===== config.mk =====
export PLATFORM = sky130hd
export DESIGN_NAME = ball_ctrl_flat
export DESIGN_NICKNAME = d
export VERILOG_FILES = /design/src/rtl/ball_ctrl_if.sv /design/src/rtl/ball_ctrl.sv /design/src/flat_wrapper.sv
export SDC_FILE = /design/constraint.sdc
export NUM_CORES = 1
export LEC_CHECK = 0
export CORE_ASPECT_RATIO = 2
export CORE_MARGIN = 2
export CORE_UTILIZATION = 45
export CTS_CLUSTER_DIAMETER = 60
export CTS_CLUSTER_SIZE = 30
export DETAILED_ROUTE_END_ITERATION = 12
export GPL_TIMING_DRIVEN = 1
export PLACE_DENSITY_LB_ADDON = 0.12
export SKIP_LAST_GASP = 1
export SYNTH_ARGS = -nofsm -noshare
export SYNTH_HDL_FRONTEND = slang
export SYNTH_SLANG_ARGS = --single-unit

===== constraint.sdc =====
create_clock -name clk -period 3.2 [get_ports clk]
set_input_delay 0.96 -clock clk [delete_from_list [all_inputs] [get_ports clk]]
set_output_delay 0.96 -clock clk [all_outputs]
set_load 0.1 [all_outputs]

===== src/rtl/ball_ctrl_if.sv =====
// Signal bundle between the game stimulus/brick side and the ball controller.
interface ball_ctrl_if;
  logic        tick;
  logic        launch;
  logic [10:0] paddle_h;
  logic [23:0] arr;
  logic [10:0] bh_pos;
  logic [10:0] bv_pos;
  logic        bdirect_h;
  logic        bdirect_v;
  logic [1:0]  lives;
  logic        brick_hit;
  logic        game_over;
  logic        win;

  modport master (
    output tick, launch, paddle_h, arr,
    input  bh_pos, bv_pos, bdirect_h, bdirect_v, lives, brick_hit, game_over, win
  );

  modport slave (
    input  tick, launch, paddle_h, arr,
    output bh_pos, bv_pos, bdirect_h, bdirect_v, lives, brick_hit, game_over, win
  );
endinterface


===== src/rtl/ball_ctrl.sv =====
// Breakout ball controller: serve, motion with wall/paddle/brick bounces, lives and end states.
module ball_ctrl #(
  parameter int PADDLE_W    = 64,
  parameter int PADDLE_Y    = 16,
  parameter int START_LIVES = 3
) (
  input logic        clk,
  input logic        rst,
  ball_ctrl_if.slave bus
);

  typedef enum logic [2:0] {SERVE, MOVE, CHECK, LOST, GAMEOVER, WIN} state_t;

  localparam logic [10:0] REST_V   = 11'(PADDLE_Y + 1);
  localparam logic [10:0] LIFT_V   = 11'(PADDLE_Y + 2);
  localparam logic [10:0] HALF_W   = 11'(PADDLE_W / 2);
  localparam logic [11:0] PAD_SPAN = 12'(PADDLE_W - 1);

  state_t      state, state_nx;
  logic [10:0] bh, bv, bh_nx, bv_nx;
  logic        dh, dv, dh_nx, dv_nx;
  logic [1:0]  lives_q, lives_nx;
  logic        hit, hit_nx, over, over_nx, won, won_nx;

  logic        in_region, on_paddle;
  logic [2:0]  col;
  logic [1:0]  row;
  logic [4:0]  idx;
  logic [11:0] pad_lo, pad_hi;

  // Brick cell under the ball; row is counted from the top of the screen.
  assign in_region = (bh >= 11'd64) && (bh <= 11'd575) && (bv >= 11'd321) && (bv <= 11'd416);
  assign col       = 3'((bh - 11'd64) >> 6);
  assign row       = 2'((11'd416 - bv) >> 5);
  assign idx       = {row, col};

  // Widened so a paddle near the right edge cannot wrap its span.
  assign pad_lo    = {1'b0, bus.paddle_h};
  assign pad_hi    = pad_lo + PAD_SPAN;
  assign on_paddle = ({1'b0, bh} >= pad_lo) && ({1'b0, bh} <= pad_hi);

  always_ff @(posedge clk or posedge rst) begin
    if (rst) begin
      state   <= SERVE;
      bh      <= 11'd320;
      bv      <= REST_V;
      dh      <= 1'b1;
      dv      <= 1'b1;
      lives_q <= 2'(START_LIVES);
      hit     <= 1'b0;
      over    <= 1'b0;
      won     <= 1'b0;
    end else begin
      state   <= state_nx;
      bh      <= bh_nx;
      bv      <= bv_nx;
      dh      <= dh_nx;
      dv      <= dv_nx;
      lives_q <= lives_nx;
      hit     <= hit_nx;
      over    <= over_nx;
      won     <= won_nx;
    end
  end

  always_comb begin
    state_nx = state;
    bh_nx    = bh;
    bv_nx    = bv;
    dh_nx    = dh;
    dv_nx    = dv;
    lives_nx = lives_q;
    hit_nx   = 1'b0;
    over_nx  = over;
    won_nx   = won;
    case (state)
      SERVE: begin
        bh_nx = bus.paddle_h + HALF_W;
        bv_nx = REST_V;
        dh_nx = 1'b1;
        dv_nx = 1'b1;
        if (bus.tick && bus.launch) state_nx = MOVE;
      end
      MOVE: begin
        if (bus.tick) begin
          // A miss freezes the ball where it fell; otherwise the axes update independently.
          if (!dv && bv == 11'd0) begin
            state_nx = LOST;
          end else begin
            if (dh && bh == 11'd639) begin
              dh_nx = 1'b0;
              bh_nx = 11'd638;
            end else if (!dh && bh == 11'd0) begin
              dh_nx = 1'b1;
              bh_nx = 11'd1;
            end else begin
              bh_nx = dh ? bh + 11'd1 : bh - 11'd1;
            end
            if (dv && bv == 11'd479) begin
              dv_nx = 1'b0;
              bv_nx = 11'd478;
            end else if (!dv && bv == REST_V && on_paddle) begin
              dv_nx = 1'b1;
              bv_nx = LIFT_V;
            end else begin
              bv_nx = dv ? bv + 11'd1 : bv - 11'd1;
            end
            state_nx = CHECK;
          end
        end
      end
      CHECK: begin
        if (bus.arr == 24'd0) begin
          state_nx = WIN;
          won_nx   = 1'b1;
        end else begin
          if (in_region && bus.arr[idx]) begin
            dv_nx  = ~dv;
            hit_nx = 1'b1;
          end
          state_nx = MOVE;
        end
      end
      LOST: begin
        if (lives_q <= 2'd1) begin
          lives_nx = 2'd0;
          over_nx  = 1'b1;
          state_nx = GAMEOVER;
        end else begin
          lives_nx = lives_q - 2'd1;
          state_nx = SERVE;
        end
      end
      GAMEOVER, WIN: begin
      end
      default: state_nx = SERVE;
    endcase
  end

  assign bus.bh_pos    = bh;
  assign bus.bv_pos    = bv;
  assign bus.bdirect_h = dh;
  assign bus.bdirect_v = dv;
  assign bus.lives     = lives_q;
  assign bus.brick_hit = hit;
  assign bus.game_over = over;
  assign bus.win       = won;

endmodule

===== src/flat_wrapper.sv =====
// flat-port wrapper written by rule: the top's interface ports become plain ports
module ball_ctrl_flat 
#(
  parameter int PADDLE_W    = 64,
  parameter int PADDLE_Y    = 16,
  parameter int START_LIVES = 3
)
  (clk, rst, bus_tick, bus_launch, bus_paddle_h, bus_arr, bus_bh_pos, bus_bv_pos, bus_bdirect_h, bus_bdirect_v, bus_lives, bus_brick_hit, bus_game_over, bus_win);
  ball_ctrl_if bus_i ();
  input logic clk;
  input logic rst;
  input wire logic [$bits(bus_i.tick)-1:0] bus_tick;
  input wire logic [$bits(bus_i.launch)-1:0] bus_launch;
  input wire logic [$bits(bus_i.paddle_h)-1:0] bus_paddle_h;
  input wire logic [$bits(bus_i.arr)-1:0] bus_arr;
  output wire logic [$bits(bus_i.bh_pos)-1:0] bus_bh_pos;
  output wire logic [$bits(bus_i.bv_pos)-1:0] bus_bv_pos;
  output wire logic [$bits(bus_i.bdirect_h)-1:0] bus_bdirect_h;
  output wire logic [$bits(bus_i.bdirect_v)-1:0] bus_bdirect_v;
  output wire logic [$bits(bus_i.lives)-1:0] bus_lives;
  output wire logic [$bits(bus_i.brick_hit)-1:0] bus_brick_hit;
  output wire logic [$bits(bus_i.game_over)-1:0] bus_game_over;
  output wire logic [$bits(bus_i.win)-1:0] bus_win;
  assign bus_i.tick = bus_tick;
  assign bus_i.launch = bus_launch;
  assign bus_i.paddle_h = bus_paddle_h;
  assign bus_i.arr = bus_arr;
  assign bus_bh_pos = bus_i.bh_pos;
  assign bus_bv_pos = bus_i.bv_pos;
  assign bus_bdirect_h = bus_i.bdirect_h;
  assign bus_bdirect_v = bus_i.bdirect_v;
  assign bus_lives = bus_i.lives;
  assign bus_brick_hit = bus_i.brick_hit;
  assign bus_game_over = bus_i.game_over;
  assign bus_win = bus_i.win;
  ball_ctrl #(.PADDLE_W(PADDLE_W), .PADDLE_Y(PADDLE_Y), .START_LIVES(START_LIVES)) u_core (.clk(clk), .rst(rst), .bus(bus_i));
endmodule

* Word-level counts from Yosys, hierarchy flattened *
Cells that the tools add are included.

word-level totals
  bits in latches = 0
  memories = 0
  register bits after elaboration = 32
  input port bits = 39
  output and inout bits = 29
  memory bits (read-only) = 0
  bits in writable memories = 0

cells by class
  shift-type cells = 0
  divide/modulo/power cells = 0
  magnitude comparators = 8
  reduce and logical (&&, ||, !) cells = 27
  multiplexer cells = 36
  add/sub/neg operators = 9
  bitwise logic cells = 2
  equal/unequal tests = 15
  $mul = 0

operator list
  operator                 number
  $mux W11                 10
  $pmux W11 S2             2
  $logic_not A24 Y1        1
  $add A11 B1 Y11 const B  2
  $logic_not A11 Y1        2
  $sub A11 B1 Y11 const B  2
  $mux W1                  15
  $pmux W3 S5              1
  $add A11 B6 Y12 const B  1
  $le A11 B12 Y1           1
  $logic_and A1 B1 Y1      12
  $mux W3                  4
  $add A11 B6 Y11 const B  1
  $eq A11 B10 Y1 const B   1
  $eq A11 B5 Y1 const B    1
  $eq A11 B9 Y1 const B    1
  $ge A11 B11 Y1           1
  $ge A11 B7 Y1 const B    1
  $ge A11 B9 Y1 const B    1
  $le A11 B10 Y1 const B   1
  $le A11 B9 Y1 const B    1
  $sub A9 B7 Y9 const B    1
  $sub A6 B7 Y7 const A    1
  $eq A3 B2 Y1 const B     2
  22 further kinds         31

* Logic depth before layout (Yosys ltp) *
Gate-level depths: netlist of run 1.

  depth in word-level cells = 9
  gate-level depth with buffers = 13
  gate-level depth less buffers = 13

* Least setup slack after synthesis of run 1 *
OpenSTA, ideal clock, no wires.

  path kind = input-to-reg
  start point = in bus_paddle_h[0]
  end point = reg u_core.bv[5] (netlist: u_core.bus.bv_pos[5])
  setup time = 95 ps
  slack = -317 ps
  buffers on the path = 0
  arrival = 3422 ps
  data required time = 3105 ps
  cell stages on the path = 13
  cells stage by stage = inv_1 > ha_1 > nand3_1 > nor3_1 > or3_1 > xnor2_1 > ha_1 > nand4_1 > a211oi_1 > a211oi_1 > o41ai_4 > nand2_2 > o31ai_1

between the ends
  longest elaborated chain between the ends = 9
  elaborated cells on any way between the ends = 10

RTL lines
  element                RTL line            source
  start, declared        flat_wrapper.sv:14  input wire logic [$bits(bus_i.paddle_h)-1:0] bus_paddle_h;
  $add A11 B6 Y12        ball_ctrl.sv:39     assign pad_hi = pad_lo + PAD_SPAN;
  $le A11 B12 Y1         ball_ctrl.sv:40     assign on_paddle = ({1'b0, bh} >= pad_lo) && ({1'b0, bh} <= pad_hi);
  $logic_and A1 B1 Y1 *  ball_ctrl.sv:40
  $logic_and A1 B1 Y1 *  ball_ctrl.sv:102    end else if (!dv && bv == REST_V && on_paddle) begin
  $mux W11 *             ball_ctrl.sv:102
  $mux W11 *             ball_ctrl.sv:99     if (dv && bv == 11'd479) begin
  $mux W11 *             ball_ctrl.sv:87     if (!dv && bv == 11'd0) begin
  $mux W11 *             ball_ctrl.sv:85     if (bus.tick) begin
  $pmux W11 S2 *         ball_ctrl.sv:76     case (state)
  end signal, assigned   ball_ctrl.sv:56     bv <= bv_nx;
  end, declared          ball_ctrl.sv:20     logic [10:0] bh, bv, bh_nx, bv_nx;

Every way passes the cells marked *; elsewhere a longest branch is shown, timed or not. The select of a mux whose other input is x is not followed.
A chain may end at the register's enable or synchronous reset.

* Final worst setup path of run 1 *
  start point = in bus_paddle_h[1]
  end point = reg u_core.bv[10] (netlist: u_core.bus.bv_pos[10])

Same word-level chain as after synthesis.

==> results of run 1 <==
[power by group]
group	total (uW)	leakage [uW]	switching, uW	internal, uW
Sequential	424	0.000397	11.8	413
Combinational	325	0.00171	165	160
Clock	550	0.0000808	184	366
Total	1300	0.00219	361	939
[critical path, stage by stage]
cell                      delay, ns
sky130_fd_sc_hd__buf_12        0.10
sky130_fd_sc_hd__inv_12        0.03
sky130_fd_sc_hd__ha_4          0.16
sky130_fd_sc_hd__nand3_4       0.08
sky130_fd_sc_hd__nor3_4        0.04
sky130_fd_sc_hd__or3_4         0.38
sky130_fd_sc_hd__xnor2_2       0.14
sky130_fd_sc_hd__ha_1          0.31
sky130_fd_sc_hd__nand4_1       0.14
sky130_fd_sc_hd__buf_4         0.17
sky130_fd_sc_hd__buf_4         0.13
sky130_fd_sc_hd__nor4_4        0.19
sky130_fd_sc_hd__o41ai_4       0.13
sky130_fd_sc_hd__buf_4         0.19
sky130_fd_sc_hd__a32oi_2       0.23
sky130_fd_sc_hd__o31ai_4       0.09
[registers in the layout, indices dropped and copies added (netlist names)]
| register | count |
|---|---|
| u_core.bus.bh_pos | 11 |
| u_core.bus.bv_pos | 11 |
| u_core.state | 3 |
| u_core.bus.lives | 2 |
| u_core.bus.bdirect_h | 1 |
| u_core.bus.bdirect_v | 1 |
| u_core.bus.brick_hit | 1 |
| u_core.bus.game_over | 1 |
| u_core.bus.win | 1 |
[cells by family after synthesis]
logic type / share of synthesized area [%]
AOI/OAI and AO/OA: 22.0
DFF: 22.8
adders and majority gates: 17.3
and+or+nand+nor: 21.9
xor gates and xnor gates: 7.15
buffers and inverters: 4.12
muxes: 4.68
[Yosys cell counts, types with 6 or more instances]
cell and count:
sky130_fd_sc_hd__ha_1 46, sky130_fd_sc_hd__nor2b_1 7, sky130_fd_sc_hd__xor2_1 11, sky130_fd_sc_hd__a211oi_1 8, sky130_fd_sc_hd__nand4_1 6, sky130_fd_sc_hd__nand3_1 19, sky130_fd_sc_hd__mux4_2 6, sky130_fd_sc_hd__a21o_1 10
sky130_fd_sc_hd__o31ai_1 6, sky130_fd_sc_hd__xnor2_1 18, sky130_fd_sc_hd__dfstp_2 8, sky130_fd_sc_hd__inv_1 20, sky130_fd_sc_hd__dfrtp_1 24, sky130_fd_sc_hd__o21ai_0 24, sky130_fd_sc_hd__nor4_1 11, sky130_fd_sc_hd__nand2_1 39
sky130_fd_sc_hd__nor3_1 15, sky130_fd_sc_hd__nor2_1 22, sky130_fd_sc_hd__a21oi_1 29
[timing repair]
action | CTS | global route
resized for setup | 34 | 29
gates cloned | 1 | 0
pin swaps | 18 | 12
setup endpoints to repair | 11 | 11
setup buffers | 4 | 4
[per-stage QoR]
stage / instances / hold slack [ns] / worst slack (ns) / utilization (%)
floorplan: 413 / 0.522 / -0.0720 / -
global placement: 609 / 0.457 / -0.785 / 60.6
detailed placement: 609 / 0.461 / -0.879 / 60.6
CTS: 622 / 0.473 / -0.292 / 63.9
global route: 625 / 0.486 / -0.253 / 65.0
finish: 625 / 0.470 / -0.140 / 65.0
[path summary, 6_finish.rpt]
path,start,endpoint,slack (ns)
max,bus_paddle_h[1],u_core.bus.bv_pos[10]$_DFFE_PP0P_,-0.14
min,u_core.bus.win$_DFFE_PP0P_,u_core.bus.win$_DFFE_PP0P_,0.47
max reg2reg,u_core.bus.bdirect_v$_DFFE_PP1P_,u_core.bus.bv_pos[10]$_DFFE_PP0P_,0.23
min reg2reg,u_core.bus.win$_DFFE_PP0P_,u_core.bus.win$_DFFE_PP0P_,0.47
max in group asynchronous,rst,u_core.bus.bh_pos[8]$_DFFE_PP1P_,1.76
min in group asynchronous,rst,u_core.bus.bh_pos[1]$_DFFE_PP0P_,1.10
[final cells by class]
| cell class | count | area [sq um] | area share [%] |
|---|---|---|---|
| flip-flops and latches | 32 | 811 | 16.4 |
| clock buffers | 6 | 129 | 2.61 |
| multi-input cells | 349 | 2740 | 55.5 |
| well taps | 94 | 118 | 2.38 |
| inverters | 22 | 108 | 2.18 |
| clock inverters | 2 | 35.0 | 0.709 |
| repair buffers | 120 | 996 | 20.2 |
[metal layers]
layer	part of all wire (%)	global-route usage [%]	vias up
met2	60	58.5	85
met1	33	26.4	1830
li1	-	-	1801
met5	0	0	-
met3	2.6	3.10	31
met4	4.8	15.7	0
==> summary by stage, run 1 <==
Synth
The fraction of post-synthesis cell area in the top cell type by area is 16.9%. The share of the Yosys chip area taken by registers is 22.8%. After synthesis, the netlist uses 63 different library cells. Of all flip-flops after synthesis, the portion carrying an async set or reset was 100%. The synthesized netlist net count is 500. The leading area contributor after synthesis is sky130_fd_sc_hd__dfrtp_1. The number of synthesis warnings is 0. The cell count after synthesis came out at 413.

Summing every instance area after synthesis gives 3550 sq um. Yosys mapped a number of flops with a built-in enable equal to 0. Ranked by total cell area, the synthesized netlist is headed by sky130_fd_sc_hd__dfrtp_1, sky130_fd_sc_hd__ha_1, sky130_fd_sc_hd__dfstp_2. The most instantiated flip-flop cell in the synthesis netlist is sky130_fd_sc_hd__dfrtp_1. The number of synthesized register bits is 32.

The mean post-synth cell area is 8.61 sq um.

Global route
The number of global-route vias before repair is 3,960. The initial antenna violation count is 0. The first-pass GRT wire length is 18,800 um. The largest net degree at the start of global routing is 33. Global routing used 28.9% of the available tracks. The total overflow left after global routing is 0.

Die
For this configuration, the core starts out at a cell density of 46.8%. The number of cell rows is 45. The placeable core area is 7600 sq um. The die is 130 um tall. The die outline width is 66.8 um.

The floorplan die area is 8670 sq um. The top-level I/O count is 68.

Final layout
Compared with the post-synthesis result, the final layout area differs by 38.9%. The net count of the finished layout is 617. The filler cells instantiated in the layout total 682. Leaving out fill and tap cells, the most frequent cells in the layout are sky130_fd_sc_hd__buf_4, sky130_fd_sc_hd__ha_1, sky130_fd_sc_hd__nand2_1. The most frequent standard cell in the layout excluding fill and tap cells is sky130_fd_sc_hd__buf_4.

In the final layout, the share of cells above drive strength 1 is 28.1%. The final non-filler cell area is 4940 sq um. The antenna cell count is 0.

Clock tree
Counting the buffers created by CTS gives 5. The TritonCTS clock tree is done. The clock passes through at most 2 buffers. The root buffer cell is sky130_fd_sc_hd__clkbuf_16. The number of sinks handled by clock tree synthesis is 32.

Clock-pin slew was measured on the worst setup and hold paths at 0.05 ns. For this design, the CTS-stage hold fixing added 0 buffers. The later-pin clock latency in the skew report is 0.28 ns. In this run the number of H-tree levels came out at 2.

Timing
The actual transition at the worst max-transition pin is 0.679 ns. Dividing the final minimum period by the clock period gives 104%. The final worst slack is -0.140 ns.

Setup total negative slack on the finished layout was measured at -0.630 ns. The number of hold violations in the final report was 0. Setup violations remaining at the end of the flow were counted as 9. The worst pin sits at a relative slew slack of 54.4%. The worst path in the final design needs a cycle of 3.34 ns, including I/O delays and setup. The clock skew is 0.00388 ns.

The achievable frequency is 0.299 GHz. The count of final max-slew check failures is 0. Setup repair after global routing could not meet its margin everywhere.

Power and ir drop
The worst-case IR drop observed on VDD is 0.375 mV. The power per cell area is 263 nW/um^2. The sum of internal, switching and leakage power is 1300 uW. The analysis attributes to cell leakage a power of 0.00219 uW.

Worst hold path
Counting instances, the worst hold path has a depth of 1. The min-delay analysis places its worst path in the category flip-flop to flip-flop.

Setup path
The critical path startpoint category is an input pin. The critical path start-end classification is input pin to flip-flop. The worst-case reg-to-reg path depth is 10. STA classifies the critical path endpoint as a flip-flop. The worst endpoint required time is 3.35 ns. The arrival time of data at the critical path endpoint is 3.49 ns. The maximum fanout count along the critical path is 4.

Outcome
The run finished, with violations left. The final reports fail on setup timing.

Placement
The placed instances occupy a cell area of 4610 sq um. The detailed-placement wirelength estimate is 9280 um. The number of buffer cells added on primary ports is 67. The placer congestion estimate is 0.861.

Route
In the routed layout, each cell is associated on average with a via count of 6.00. The final layout contains routed wiring with a total length of 11,600 um. The first-pass detailed-route iteration total is 4.

The detailed router placed 3,747 vias in this run. For this run, design rule violations remaining after detail routing come to 0. The count of antenna-violating nets left after detailed routing is 0. For this block, the initial DRC count from the detailed router was 110. The final routed wire length divided by cell count is 18.6 um.

Flow run
Max-cap violations in this run came to 0.
No activity file was read; power rests on OpenSTA's default activity.
==> run 2: changes to the inputs <==
CAP_MARGIN = 20   (was not set)
==> results of run 2 <==
Final layout, timing and power as in run 1 (identical DEF).
